==> config.mk <==
export PLATFORM = sky130hd
export DESIGN_NAME = logic_sweep_ctrl
export DESIGN_NICKNAME = d
export VERILOG_FILES = /design/src/rtl/logic_sweep_pkg.sv /design/src/rtl/sweep_misr.sv /design/src/rtl/logic_sweep_ctrl.sv
export SDC_FILE = /design/constraint.sdc
export NUM_CORES = 1
export LEC_CHECK = 0
export BUFFER_PORTS_ARGS = -buffer_cell sky130_fd_sc_hd__buf_2
export CAP_MARGIN = 20
export CELL_PAD_IN_SITES_DETAIL_PLACEMENT = 1
export CELL_PAD_IN_SITES_GLOBAL_PLACEMENT = 1
export CORE_UTILIZATION = 28
export CTS_BUF_LIST = sky130_fd_sc_hd__clkbuf_4
export CTS_CLUSTER_SIZE = 28
export DETAILED_ROUTE_END_ITERATION = 16
export MAX_ROUTING_LAYER = met4
export PLACE_DENSITY = 0.62
export SYNTH_ARGS = -nofsm -noshare
export SYNTH_HDL_FRONTEND = slang
export SYNTH_SLANG_ARGS = --single-unit
==> constraint.sdc <==
create_clock -name clk -period 3 [get_ports clk]
set_clock_uncertainty 0.2 [all_clocks]
set_input_delay 0.6 -clock clk [delete_from_list [all_inputs] [get_ports clk]]
set_output_delay 0.6 -clock clk [all_outputs]
set_load 0.02 [all_outputs]
==> src/rtl/logic_sweep_pkg.sv <==
// Shared state encoding, MISR defaults and the MISR step function for the logic sweep sequencer.
package logic_sweep_pkg;

    typedef enum logic [1:0] {
        StIdle,
        StDrive,
        StDone
    } sweep_state_e;

    localparam int unsigned DefSigW = 16;
    localparam logic [15:0] DefPoly = 16'h1021;
    localparam logic [15:0] DefSeed = 16'hFFFF;

    // One MISR step for a register of 'width' bits (1..32); result bits above width are zero.
    function automatic logic [31:0] misr_next(input logic [31:0] sig,
                                              input logic [31:0] resp,
                                              input logic [31:0] poly,
                                              input int unsigned width);
        logic [31:0] mask;
        logic [31:0] msb;
        mask = (width >= 32) ? 32'hFFFF_FFFF : ((32'h1 << width) - 32'h1);
        msb  = (sig >> (width - 1)) & 32'h1;
        return ((sig << 1) ^ ((msb != 32'h0) ? poly : 32'h0) ^ resp) & mask;
    endfunction

endpackage

==> src/rtl/sweep_misr.sv <==
// Multiple-input signature register compacting the sampled network responses.
module sweep_misr
    import logic_sweep_pkg::*;
#(
    parameter int unsigned      SIG_W = DefSigW,
    parameter int unsigned      N_OUT = 3,
    parameter logic [SIG_W-1:0] POLY  = DefPoly,
    parameter logic [SIG_W-1:0] SEED  = DefSeed
) (
    input  logic             clk,
    input  logic             rst_n,
    input  logic             load_seed,
    input  logic             en,
    input  logic [N_OUT-1:0] resp,
    output logic [SIG_W-1:0] signature
);

    logic [SIG_W-1:0] sig_q, sig_d;

    always_comb begin
        sig_d = sig_q;
        if (load_seed) begin
            sig_d = SEED;
        end else if (en) begin
            sig_d = SIG_W'(misr_next(32'(sig_q), 32'(resp), 32'(POLY), SIG_W));
        end
    end

    always_ff @(posedge clk or negedge rst_n) begin
        if (!rst_n) begin
            sig_q <= SEED;
        end else begin
            sig_q <= sig_d;
        end
    end

    assign signature = sig_q;

endmodule

==> src/rtl/logic_sweep_ctrl.sv <==
// Sweeps every input vector of a small logic network, checks each response against a
// truth table and compacts the responses into a MISR signature.
module logic_sweep_ctrl
    import logic_sweep_pkg::*;
#(
    parameter int unsigned                    N_IN      = 3,
    parameter int unsigned                    N_OUT     = 3,
    parameter int unsigned                    SETTLE    = 1,
    parameter logic [(2**N_IN)*N_OUT-1:0]     EXP_TABLE = 'h200000,
    parameter int unsigned                    SIG_W     = DefSigW,
    parameter logic [SIG_W-1:0]               POLY      = DefPoly,
    parameter logic [SIG_W-1:0]               SEED      = DefSeed
) (
    input  logic             clk,
    input  logic             rst_n,
    input  logic             start,
    input  logic             abort,
    output logic [N_IN-1:0]  vec,
    input  logic [N_OUT-1:0] resp,
    output logic             busy,
    output logic             done,
    output logic             pass,
    output logic [N_IN:0]    mismatch_cnt,
    output logic             fail_seen,
    output logic [N_IN-1:0]  first_fail,
    output logic [SIG_W-1:0] signature
);

    localparam int unsigned     CntW       = $clog2(SETTLE) + 1;
    localparam logic [CntW-1:0] SettleLast = CntW'(SETTLE - 1);
    localparam logic [N_IN-1:0] LastVec    = N_IN'((2**N_IN) - 1);

    sweep_state_e     state_q, state_d;
    logic [N_IN-1:0]  vec_q, vec_d;
    logic [CntW-1:0]  cnt_q, cnt_d;
    logic             pass_q, pass_d;
    logic [N_IN:0]    mcnt_q, mcnt_d;
    logic             fail_seen_q, fail_seen_d;
    logic [N_IN-1:0]  first_fail_q, first_fail_d;
    logic             load_seed;
    logic             sample;
    logic [N_OUT-1:0] exp_resp;
    logic             miss;

    assign exp_resp = EXP_TABLE[32'(vec_q) * N_OUT +: N_OUT];
    assign miss     = (resp != exp_resp);

    always_comb begin
        state_d      = state_q;
        vec_d        = vec_q;
        cnt_d        = cnt_q;
        pass_d       = pass_q;
        mcnt_d       = mcnt_q;
        fail_seen_d  = fail_seen_q;
        first_fail_d = first_fail_q;
        load_seed    = 1'b0;
        sample       = 1'b0;

        case (state_q)
            StIdle: begin
                if (start && !abort) begin
                    state_d      = StDrive;
                    vec_d        = '0;
                    cnt_d        = '0;
                    pass_d       = 1'b0;
                    mcnt_d       = '0;
                    fail_seen_d  = 1'b0;
                    first_fail_d = '0;
                    load_seed    = 1'b1;
                end
            end
            StDrive: begin
                // Abort takes priority over the sample due on the same cycle.
                if (abort) begin
                    state_d = StIdle;
                    vec_d   = '0;
                    cnt_d   = '0;
                    pass_d  = 1'b0;
                end else if (cnt_q == SettleLast) begin
                    sample = 1'b1;
                    cnt_d  = '0;
                    if (miss) begin
                        mcnt_d = mcnt_q + (N_IN+1)'(1);
                        if (!fail_seen_q) begin
                            fail_seen_d  = 1'b1;
                            first_fail_d = vec_q;
                        end
                    end
                    if (vec_q == LastVec) begin
                        state_d = StDone;
                        vec_d   = '0;
                        pass_d  = (mcnt_d == '0);
                    end else begin
                        vec_d = vec_q + N_IN'(1);
                    end
                end else begin
                    cnt_d = cnt_q + CntW'(1);
                end
            end
            StDone: begin
                state_d = StIdle;
            end
            default: begin
                state_d = StIdle;
            end
        endcase
    end

    always_ff @(posedge clk or negedge rst_n) begin
        if (!rst_n) begin
            state_q      <= StIdle;
            vec_q        <= '0;
            cnt_q        <= '0;
            pass_q       <= 1'b0;
            mcnt_q       <= '0;
            fail_seen_q  <= 1'b0;
            first_fail_q <= '0;
        end else begin
            state_q      <= state_d;
            vec_q        <= vec_d;
            cnt_q        <= cnt_d;
            pass_q       <= pass_d;
            mcnt_q       <= mcnt_d;
            fail_seen_q  <= fail_seen_d;
            first_fail_q <= first_fail_d;
        end
    end

    sweep_misr #(
        .SIG_W (SIG_W),
        .N_OUT (N_OUT),
        .POLY  (POLY),
        .SEED  (SEED)
    ) u_misr (
        .clk       (clk),
        .rst_n     (rst_n),
        .load_seed (load_seed),
        .en        (sample),
        .resp      (resp),
        .signature (signature)
    );

    assign vec          = vec_q;
    assign busy         = (state_q == StDrive);
    assign done         = (state_q == StDone);
    assign pass         = pass_q;
    assign mismatch_cnt = mcnt_q;
    assign fail_seen    = fail_seen_q;
    assign first_fail   = first_fail_q;

endmodule
==> impl_metrics.env, run 1 <==
export IMPL_status="finished, final reports clean"
export IMPL_drc=0
export IMPL_dr_pass1_iters=3
export IMPL_die_y_um=72.9
export IMPL_cts_hold_fix_buffers=0
export IMPL_clock_sinks=30
export IMPL_leakage_nw=0.761
export IMPL_worst_path_most_repeated_cell="ha_1"
export IMPL_viasPerCell=4.72
export IMPL_wl_per_cell_um=14.4
export IMPL_htree_levels=2
export IMPL_die_w_um=72.9
export IMPL_postCtsSetupRepairBufs=0
export IMPL_ctsLongestPathBuffers=2
export IMPL_synth_cells=123
export IMPL_end_kind="flip-flop"
export IMPL_hold_path_class="input port to asynchronous set/reset pin"
export IMPL_use_met1_pct=18.8
export IMPL_ys_ff_latch=30
export IMPL_grt_busiest_layer="met2"
export IMPL_cts_resized=0
export IMPL_dieArea_mm2=0.00531
export IMPL_dp_cells=220
export IMPL_synth_top_area_cell="dfstp_2"
export IMPL_num_vias=1077
export IMPL_synth_net_count=133
export IMPL_grt_met2_usage_pct=20.4
export IMPL_async_flop_share_pct=100
export IMPL_design_area_mm2=0.00171
export IMPL_maxSlewHeadroom_pct=55.5
export IMPL_power_density_mw_per_mm2=553
export IMPL_synth_edff_count=0
export IMPL_fmax_mhz=427
export IMPL_crit_required_ns=3.02
export IMPL_postPlaceCellArea_mm2=0.00165
export IMPL_syn_cell_area_mm2=0.00141
export IMPL_max_stage_delay_ns=0.42
export IMPL_grt_max_degree=31
export IMPL_antenna_cells=0
export IMPL_antenna_left=0
export IMPL_yosysSeqAreaShare_pct=54.8
export IMPL_grtUsageTotal_pct=14.2
export IMPL_antenna_found_initial=0
export IMPL_clock_latency_ns=0.32
export IMPL_final_common_cell="buf_2"
export IMPL_io_buffers=36
export IMPL_grt_pass1_vias=1102
export IMPL_gp_congestion=0.775
export IMPL_cp_top_family="adder cells"
export IMPL_worstPathArrival_ns=2.36
export IMPL_worst_slew_pin_slew_ns=0.667
export IMPL_final_max_slew_viol_count=0
export IMPL_setup_viol=0
export IMPL_syn_to_final_growth_pct=21.3
export IMPL_crit_type="flip-flop to flip-flop"
export IMPL_fin_cells=228
export IMPL_yosysWarnings=0
export IMPL_hold_viol=0
export IMPL_fin_setup_tns_ns=0
export IMPL_nets=170
export IMPL_path_cells="ha_1 > ha_1 > xor2_2 > or2_0 > o21ai_0 > a32o_1"
export IMPL_routed_wl_um=3280
export IMPL_grt_setup_unrepaired="no"
export IMPL_fin_crit_sh_pct=78.0
export IMPL_fp_row_count=25
export IMPL_finalCriticalPeriod_ns=2.34
export IMPL_grt_pass1_wl_um=5510
export IMPL_final_cell_mix="36 x buf_2, 16 x dfstp_2, 14 x dfrtp_1, 11 x o22a_1, 9 x nor2_1"
export IMPL_yosysUniqueCellTypes=36
export IMPL_cts_tree="yes"
export IMPL_start_util_pct=29.4
export IMPL_synth_top_area_share_pct=29.9
export IMPL_drv_cap=0
export IMPL_crit_path_top_delay_cell="dfrtp_1"
export IMPL_worst_setup_path_start_kind="flip-flop"
export IMPL_clockRootBuffer="clkbuf_4"
export IMPL_io_pins=37
export IMPL_crit_buf_inv=0
export IMPL_grt_util_met3_pct=4.97
export IMPL_avgSynthCellArea_um2=11.4
export IMPL_cts_made_buffers=5
export IMPL_core_mm2=0.00479
export IMPL_drt_iter0_drc=78
export IMPL_dp_hpwl_um=2330
export IMPL_clk_pin_slew_worst_paths_ns=0.09
export IMPL_ir_drop_uv=221
export IMPL_synthFlopType="dfstp_2"
export IMPL_drive_gt1_share_pct=39.1
export IMPL_netlist_top_cells_area="dfstp_2 30%, dfrtp_1 25%, o22a_1 6.9%"
export IMPL_gr_total_overflow=0
export IMPL_path_max_fanout=8
export IMPL_final_util_pct=35.6
[through the flow]
step,hold WS (ns),power [mW],setup WS [ns]
CTS,0.108,0.959,0.675
global route,0.116,0.999,0.527
detailed placement,0.309,0.696,0.692
global placement,0.300,0.690,0.736
finish,0.0934,0.942,0.660
floorplan,0.104,0.621,0.772
[report_power, final]
group	internal, mW	total, mW	switching [mW]
registers	0.457	0.494	0.0374
clock network	0.120	0.257	0.137
logic	0.0727	0.191	0.118
[sequential cells by signal, summed over array words and instances, names as in the netlist]
register	cells
fail_seen	1
vec	3
first_fail	3
mismatch_cnt	4
state_q	2
u_misr.signature	16
pass	1
[metal layers]
layer  wire length [um]  vias to the layer above
met5                  0                        -
met4                 28                        0
met3                191                        4
met2               1520                       33
met1               1540                      526
li1                   -                      514
[final timing paths]
| check | start | end | slack (ns) | cells after the start |
|---|---|---|---|---|
| setup / recovery | vec[0] | mismatch_cnt[1] | 0.66 | 6 |
| hold reg to reg | u_misr.signature[5] | u_misr.signature[5] | 0.32 | 2 |
| max in group asynchronous | rst_n | vec[2] | 2.07 | 1 |
| setup reg to reg | vec[0] | mismatch_cnt[1] | 0.66 | 6 |
| hold / removal | rst_n | mismatch_cnt[2] | 0.09 | 1 |
| min in group clk | u_misr.signature[5] | u_misr.signature[5] | 0.32 | 2 |
[cell type report]
| cell class | count | area, um^2 |
|---|---|---|
| Timing Repair Buffer | 37 | 188 |
| Fill cell | 555 | 3080 |
| Sequential cell | 30 | 771 |
| Tap cell | 67 | 83.8 |
| Multi-Input combinational cell | 81 | 584 |
| Inverter | 5 | 18.8 |
| Clock buffer | 8 | 60.1 |
[cells by family after synthesis]
group / Yosys count / synth area share, %
adders and majority gates: 3 / 2.67
and+or+nand+nor: 28 / 10.1
buffers and inverters: 12 / 3.65
AOI/OAI and AO/OA: 38 / 20.2
xor gates and xnor gates: 7 / 4.89
muxes: 5 / 3.65
DFF: 30 / 54.8
[worst reg2reg max path, cell delays in order (launching register included)]
cell,delay (ns)
dfrtp_1,0.42
ha_1,0.21
ha_1,0.27
xor2_2,0.37
or2_0,0.37
o21ai_0,0.16
a32o_1,0.24
[synthesized netlist by cell type (3+ instances only)]
library cell	n
nor2b_1	4
dfstp_2	16
mux2i_1	4
ha_1	3
nand2_1	5
o22a_1	11
buf_2	4
xnor2_1	6
dfrtp_1	14
nor2_1	9
o21ai_0	3
a21oi_1	7
inv_1	5
No activity file was read; power rests on OpenSTA's default activity.
==> run 2: changes to the inputs <==
--- a/config.mk
+++ b/config.mk
@@ -14,7 +14,7 @@
 export CTS_CLUSTER_SIZE = 28
 export DETAILED_ROUTE_END_ITERATION = 16
 export MAX_ROUTING_LAYER = met4
-export PLACE_DENSITY = 0.62
+export PLACE_DENSITY = 0.64
 export SYNTH_ARGS = -nofsm -noshare
 export SYNTH_HDL_FRONTEND = slang
 export SYNTH_SLANG_ARGS = --single-unit
==> constraint.sdc (replaced) <==
create_clock -name clk -period 1.9 [get_ports clk]
set_clock_uncertainty 0.2 [all_clocks]
set_input_delay 0.38 -clock clk [delete_from_list [all_inputs] [get_ports clk]]
set_output_delay 0.38 -clock clk [all_outputs]
set_load 0.02 [all_outputs]
==> impl_metrics.env, run 2 (synthesis gave the netlist of run 1 again) <==
export IMPL_grt_setup_unrepaired="yes"
export IMPL_final_common_cell="buf_2"
export IMPL_drt_iter0_drc=33
export IMPL_place_worst_setup_slack_ns=-0.0447
export IMPL_seqPwrFrac_pct=47.8
export IMPL_setup_slack_ns=-0.0483
export IMPL_antenna_cells=0
export IMPL_largest_reg_flops=16
export IMPL_viasPerCell=4.64
export IMPL_io_buffers=36
export IMPL_grt_pass1_wl_um=5950
export IMPL_final_util_pct=40.0
export IMPL_die_y_um=72.9
export IMPL_htree_levels=2
export IMPL_power_density_mw_per_mm2=859
export IMPL_switching_share_pct=29.9
export IMPL_power_frac_comb_pct=20.9
export IMPL_dp_hpwl_um=2630
export IMPL_power_internal_mw=1.15
export IMPL_reg2reg_depth=6
export IMPL_hold_viol=0
export IMPL_drive_gt1_share_pct=48.9
export IMPL_crit_required_ns=1.92
export IMPL_fp_row_count=25
export IMPL_crit_end="pass"
export IMPL_maxSlewHeadroom_pct=74.5
export IMPL_nets=183
export IMPL_fin_crit_sh_pct=103
export IMPL_worst_slew_pin_slew_ns=0.383
export IMPL_routed_wl_um=3610
export IMPL_r2r_end="pass"
export IMPL_leakage_nw=0.837
export IMPL_setup_viol=5
export IMPL_cts_tree="yes"
export IMPL_ctsLongestPathBuffers=2
export IMPL_p_clk_share_pct=31.3
export IMPL_syn_to_final_growth_pct=36.0
export IMPL_switching_power_uw=492
export IMPL_io_pins=37
export IMPL_final_max_slew_viol_count=0
export IMPL_clockRootBuffer="clkbuf_4"
export IMPL_die_w_um=72.9
export IMPL_antenna_found_initial=0
export IMPL_grtUsageTotal_pct=15.8
export IMPL_final_cell_mix="36 x buf_2, 16 x dfstp_2, 12 x buf_4, 11 x o22a_1, 11 x dfrtp_1"
export IMPL_end_kind="flip-flop"
export IMPL_worst_setup_path_start_kind="flip-flop"
export IMPL_worstReg2RegStart="vec[1]"
export IMPL_hold_path_class="input port to flip-flop"
export IMPL_antenna_left=0
export IMPL_clock_latency_ns=0.34
export IMPL_start_util_pct=29.4
export IMPL_dieArea_mm2=0.00531
export IMPL_wl_per_cell_um=15.0
export IMPL_crit_path_start="vec[1]"
export IMPL_num_vias=1119
export IMPL_drc=0
export IMPL_grt_pass1_vias=1243
export IMPL_clock_sinks=30
export IMPL_fmax_mhz=513
export IMPL_crit_type="flip-flop to flip-flop"
export IMPL_cts_made_buffers=5
export IMPL_core_mm2=0.00479
export IMPL_ir_drop_uv=359
export IMPL_gp_congestion=0.906
export IMPL_dr_pass1_iters=4
export IMPL_ff2ff_setup_slack_ns=-0.05
export IMPL_path_max_fanout=4
export IMPL_failed_checks="negative setup slack"
export IMPL_drv_cap=0
export IMPL_worstPathArrival_ns=1.97
export IMPL_grt_max_degree=18
export IMPL_gr_total_overflow=0
export IMPL_status="finished, violations left"
export IMPL_finalCriticalPeriod_ns=1.95
export IMPL_clk_pin_slew_worst_paths_ns=0.11
run 2: cell count changes in the layout (fill, tap and decap cells not counted), sizes merged:
cell and delta:
dlygate4sd3 +1, buf +12, clkbuf -2, clkinv +1
bufinv +1
run 2: layout make-up:
| cell class | instances | area [um^2] |
|---|---|---|
| sequential | 30 | 774 |
| inverter | 5 | 18.8 |
| multi-input combinational | 81 | 666 |
| timing repair buffer | 50 | 292 |
| tap | 67 | 83.8 |
| clock inverter | 2 | 33.8 |
| clock buffer | 6 | 45.0 |
| fill | 550 | 2870 |
run 2: critical path: stages (launching register included):
cell and delay, ns:
dfrtp_2 0.44, ha_4 0.17, ha_4 0.17, xor2_4 0.16, or2_1 0.23, o211a_1 0.22
a32o_1 0.25
run 2: metal layers:
layer | global-route usage [%] | share of wire (%) | vias to the layer above
met5 | - | 0 | -
met4 | 5.23 | 0.94 | 0
met3 | 5.80 | 5.2 | 4
met2 | 26.1 | 51 | 28
met1 | 17.8 | 43 | 549
li1 | - | - | 538
run 2: per-stage QoR:
stage	hold WS, ns	instances	power [mW]	TNS [ns]	area (um^2)
CTS	0.110	241	1.66	-0.0821	1890
global route	0.120	241	1.74	-0.440	1910
floorplan	-0.116	123	0.990	-0.169	1450
global placement	0.118	232	1.12	-0.00876	1780
finish	0.122	241	1.64	-0.109	1910
detailed placement	0.123	232	1.13	-0.126	1780
run 2: power by group through the flow:
stage | clock [mW] | combinational [mW] | sequential, mW
floorplan | 0 | 0.136 | 0.854
global placement | 0 | 0.327 | 0.788
detailed placement | 0 | 0.340 | 0.793
CTS | 0.533 | 0.348 | 0.784
global route | 0.562 | 0.378 | 0.797
finish | 0.514 | 0.344 | 0.786
run 2: worst min path at each step:
stage,startpoint,to,cells after the start
CTS,resp[2],u_misr.signature[2],3
global placement,rst_n,mismatch_cnt[2],1
floorplan,rst_n,fail_seen,0
global route,resp[2],u_misr.signature[2],3
finish,resp[2],u_misr.signature[2],3
detailed placement,rst_n,mismatch_cnt[2],1
run 2: repair_timing:
item	CTS	global route
setup endpoints to repair	8	8
hold endpoints to repair	14	0
pin swaps	1	3
hold buffers	1	0
buffers inserted	0	0
resized for setup	7	4
==> run 3: changes to the inputs <==
--- a/config.mk
+++ b/config.mk
@@ -15,6 +15,7 @@
 export DETAILED_ROUTE_END_ITERATION = 16
 export MAX_ROUTING_LAYER = met4
 export PLACE_DENSITY = 0.64
+export SETUP_SLACK_MARGIN = 0.3
 export SYNTH_ARGS = -nofsm -noshare
 export SYNTH_HDL_FRONTEND = slang
 export SYNTH_SLANG_ARGS = --single-unit
==> impl_metrics.env, run 3 (synthesis gave the netlist of run 1 again) <==
export IMPL_antenna_cells=0
export IMPL_largest_reg_flops=16
export IMPL_power_density_mw_per_mm2=732
export IMPL_drc=0
export IMPL_final_cell_mix="31 x buf_4, 29 x buf_6, 16 x dfstp_2, 15 x buf_2, 11 x o22a_1"
export IMPL_fill_cells=530
export IMPL_crit_buf_inv=0
export IMPL_finalCriticalPeriod_ns=1.96
export IMPL_syn_to_final_growth_pct=60.9
export IMPL_leakage_nw=1.02
export IMPL_min_to="u_misr.signature[1]"
export IMPL_drive_gt1_share_pct=59.5
export IMPL_status="finished, violations left"
export IMPL_num_vias=1282
export IMPL_ir_drop_uv=410
export IMPL_path_cells="ha_4 > ha_4 > xor2_4 > or2_4 > o211a_1 > a32o_1"
export IMPL_final_common_cell="buf_4"
export IMPL_worst_setup_path_start_kind="flip-flop"
export IMPL_cp_top_family="compound AO/OA/AOI/OAI gates"
export IMPL_nets=209
export IMPL_antenna_left=0
export IMPL_end_kind="flip-flop"
export IMPL_dp_cells=230
export IMPL_core_mm2=0.00479
export IMPL_worstReg2RegStart="vec[1]"
export IMPL_cts_tree="yes"
export IMPL_grt_pass1_vias=1298
export IMPL_setup_viol=3
export IMPL_gp_congestion=0.786
export IMPL_antenna_found_initial=0
export IMPL_grt_setup_unrepaired="yes"
export IMPL_clock_latency_ns=0.33
export IMPL_gr_total_overflow=0
export IMPL_fin_setup_tns_ns=-0.0837
export IMPL_clock_sinks=30
export IMPL_ff2ff_setup_slack_ns=-0.06
export IMPL_r2r_end="pass"
export IMPL_io_pins=37
export IMPL_worstHoldPathCells=3
export IMPL_dp_hpwl_um=2570
export IMPL_path_max_fanout=5
export IMPL_grt_pass1_wl_um=6450
export IMPL_worst_slew_pin_slew_ns=0.685
export IMPL_fin_cells=267
export IMPL_place_worst_setup_slack_ns=-0.109
export IMPL_dieArea_mm2=0.00531
export IMPL_ctsLongestPathBuffers=2
export IMPL_final_util_pct=47.3
export IMPL_viasPerCell=4.80
export IMPL_die_w_um=72.9
export IMPL_start_util_pct=29.4
export IMPL_maxSlewHeadroom_pct=54.3
export IMPL_reg2reg_depth=6
export IMPL_wl_per_cell_um=15.3
export IMPL_drv_cap=0
export IMPL_htree_levels=2
export IMPL_dr_pass1_iters=4
export IMPL_fp_row_count=25
export IMPL_crit_path_top_delay_cell="dfrtp_2"
export IMPL_hold_path_class="input port to flip-flop"
export IMPL_worst_path_most_repeated_cell="ha_4"
export IMPL_io_buffers=36
export IMPL_crit_required_ns=1.93
export IMPL_final_max_slew_viol_count=0
export IMPL_fin_crit_sh_pct=103
export IMPL_max_stage_delay_ns=0.44
export IMPL_routed_wl_um=4090
export IMPL_cts_made_buffers=5
export IMPL_clk_pin_slew_worst_paths_ns=0.10
export IMPL_grtUsageTotal_pct=16.8
export IMPL_fmax_mhz=509
export IMPL_setup_slack_ns=-0.0630
export IMPL_drt_iter0_drc=29
export IMPL_die_y_um=72.9
export IMPL_grt_max_degree=31
export IMPL_clockRootBuffer="clkbuf_4"
export IMPL_hold_viol=0
export IMPL_worstPathArrival_ns=1.99
export IMPL_failed_checks="negative setup slack"
export IMPL_hp_start="resp[1]"
export IMPL_crit_type="flip-flop to flip-flop"
-- run 3: cell count changes in the layout (fill, tap and decap cells not counted), sizes merged --
cell,delta
clkbuf,-1
clkinv,+2
buf,+26
bufinv,-1
-- run 3: through the flow --
stage          power (mW)  instance area (um^2)  hold WS, ns
6_report             1.66                  2260        0.148
3_3_place_gp         1.12                  1760        0.247
3_5_place_dp         1.13                  1760        0.264
5_1_grt              1.76                  2260        0.149
4_1_cts              1.60                  2090        0.129
2_1_floorplan       0.990                  1450       -0.116
-- run 3: worst register-to-register path: cells and delay by family, from the launching register on --
family	cells	cell delay [ns]
and+or+nand+nor	1	0.29
DFF	1	0.44
xor gates and xnor gates	1	0.15
AOI/OAI and AO/OA	2	0.46
adders and majority gates	2	0.34
-- run 3: routing by layer --
layer | global-route usage [%] | share of wire (%)
met5 | - | 0
met4 | 5.88 | 1.4
met3 | 3.59 | 4.4
met2 | 28.3 | 52
met1 | 19.8 | 42
-- run 3: final cells by class --
cell class                      count  area [um^2]  area share, %
Inverter                            5         18.8          0.829
Multi-Input combinational cell     81          691           30.5
Clock inverter                      3         11.3          0.498
Sequential cell                    30          777           34.3
Timing Repair Buffer               76          644           28.5
Clock buffer                        5         37.5           1.66
Tap cell                           67         83.8           3.70
-- run 3: worst max-delay path by stage --
stage | start | endpoint | slack, ns | depth (start not counted)
5_1_grt | vec[1] | pass | -0.11 | 7
6_report | vec[1] | pass | -0.06 | 6
3_5_place_dp | vec[1] | pass | -0.11 | 6
3_3_place_gp | vec[1] | pass | -0.03 | 6
4_1_cts | vec[1] | pass | -0.06 | 7
2_1_floorplan | vec[1] | pass | -0.15 | 7
-- run 3: report_power, final --
part,total [mW],internal (mW),switching [mW],leakage [nW]
Sequential,0.779,0.723,0.0565,0.352
Clock,0.354,0.132,0.222,0.0277
Combinational,0.524,0.276,0.248,0.638
Total,1.66,1.13,0.527,1.02
-- run 3: timing repair --
| action | CTS | global route |
|---|---|---|
| pin swaps | 1 | 5 |
| hold endpoints to repair | 14 | 0 |
| cloned | 0 | 0 |
| gates resized for setup | 47 | 25 |
| buffers inserted | 17 | 11 |
| setup endpoints to repair | 48 | 48 |
| hold buffers | 1 | 0 |
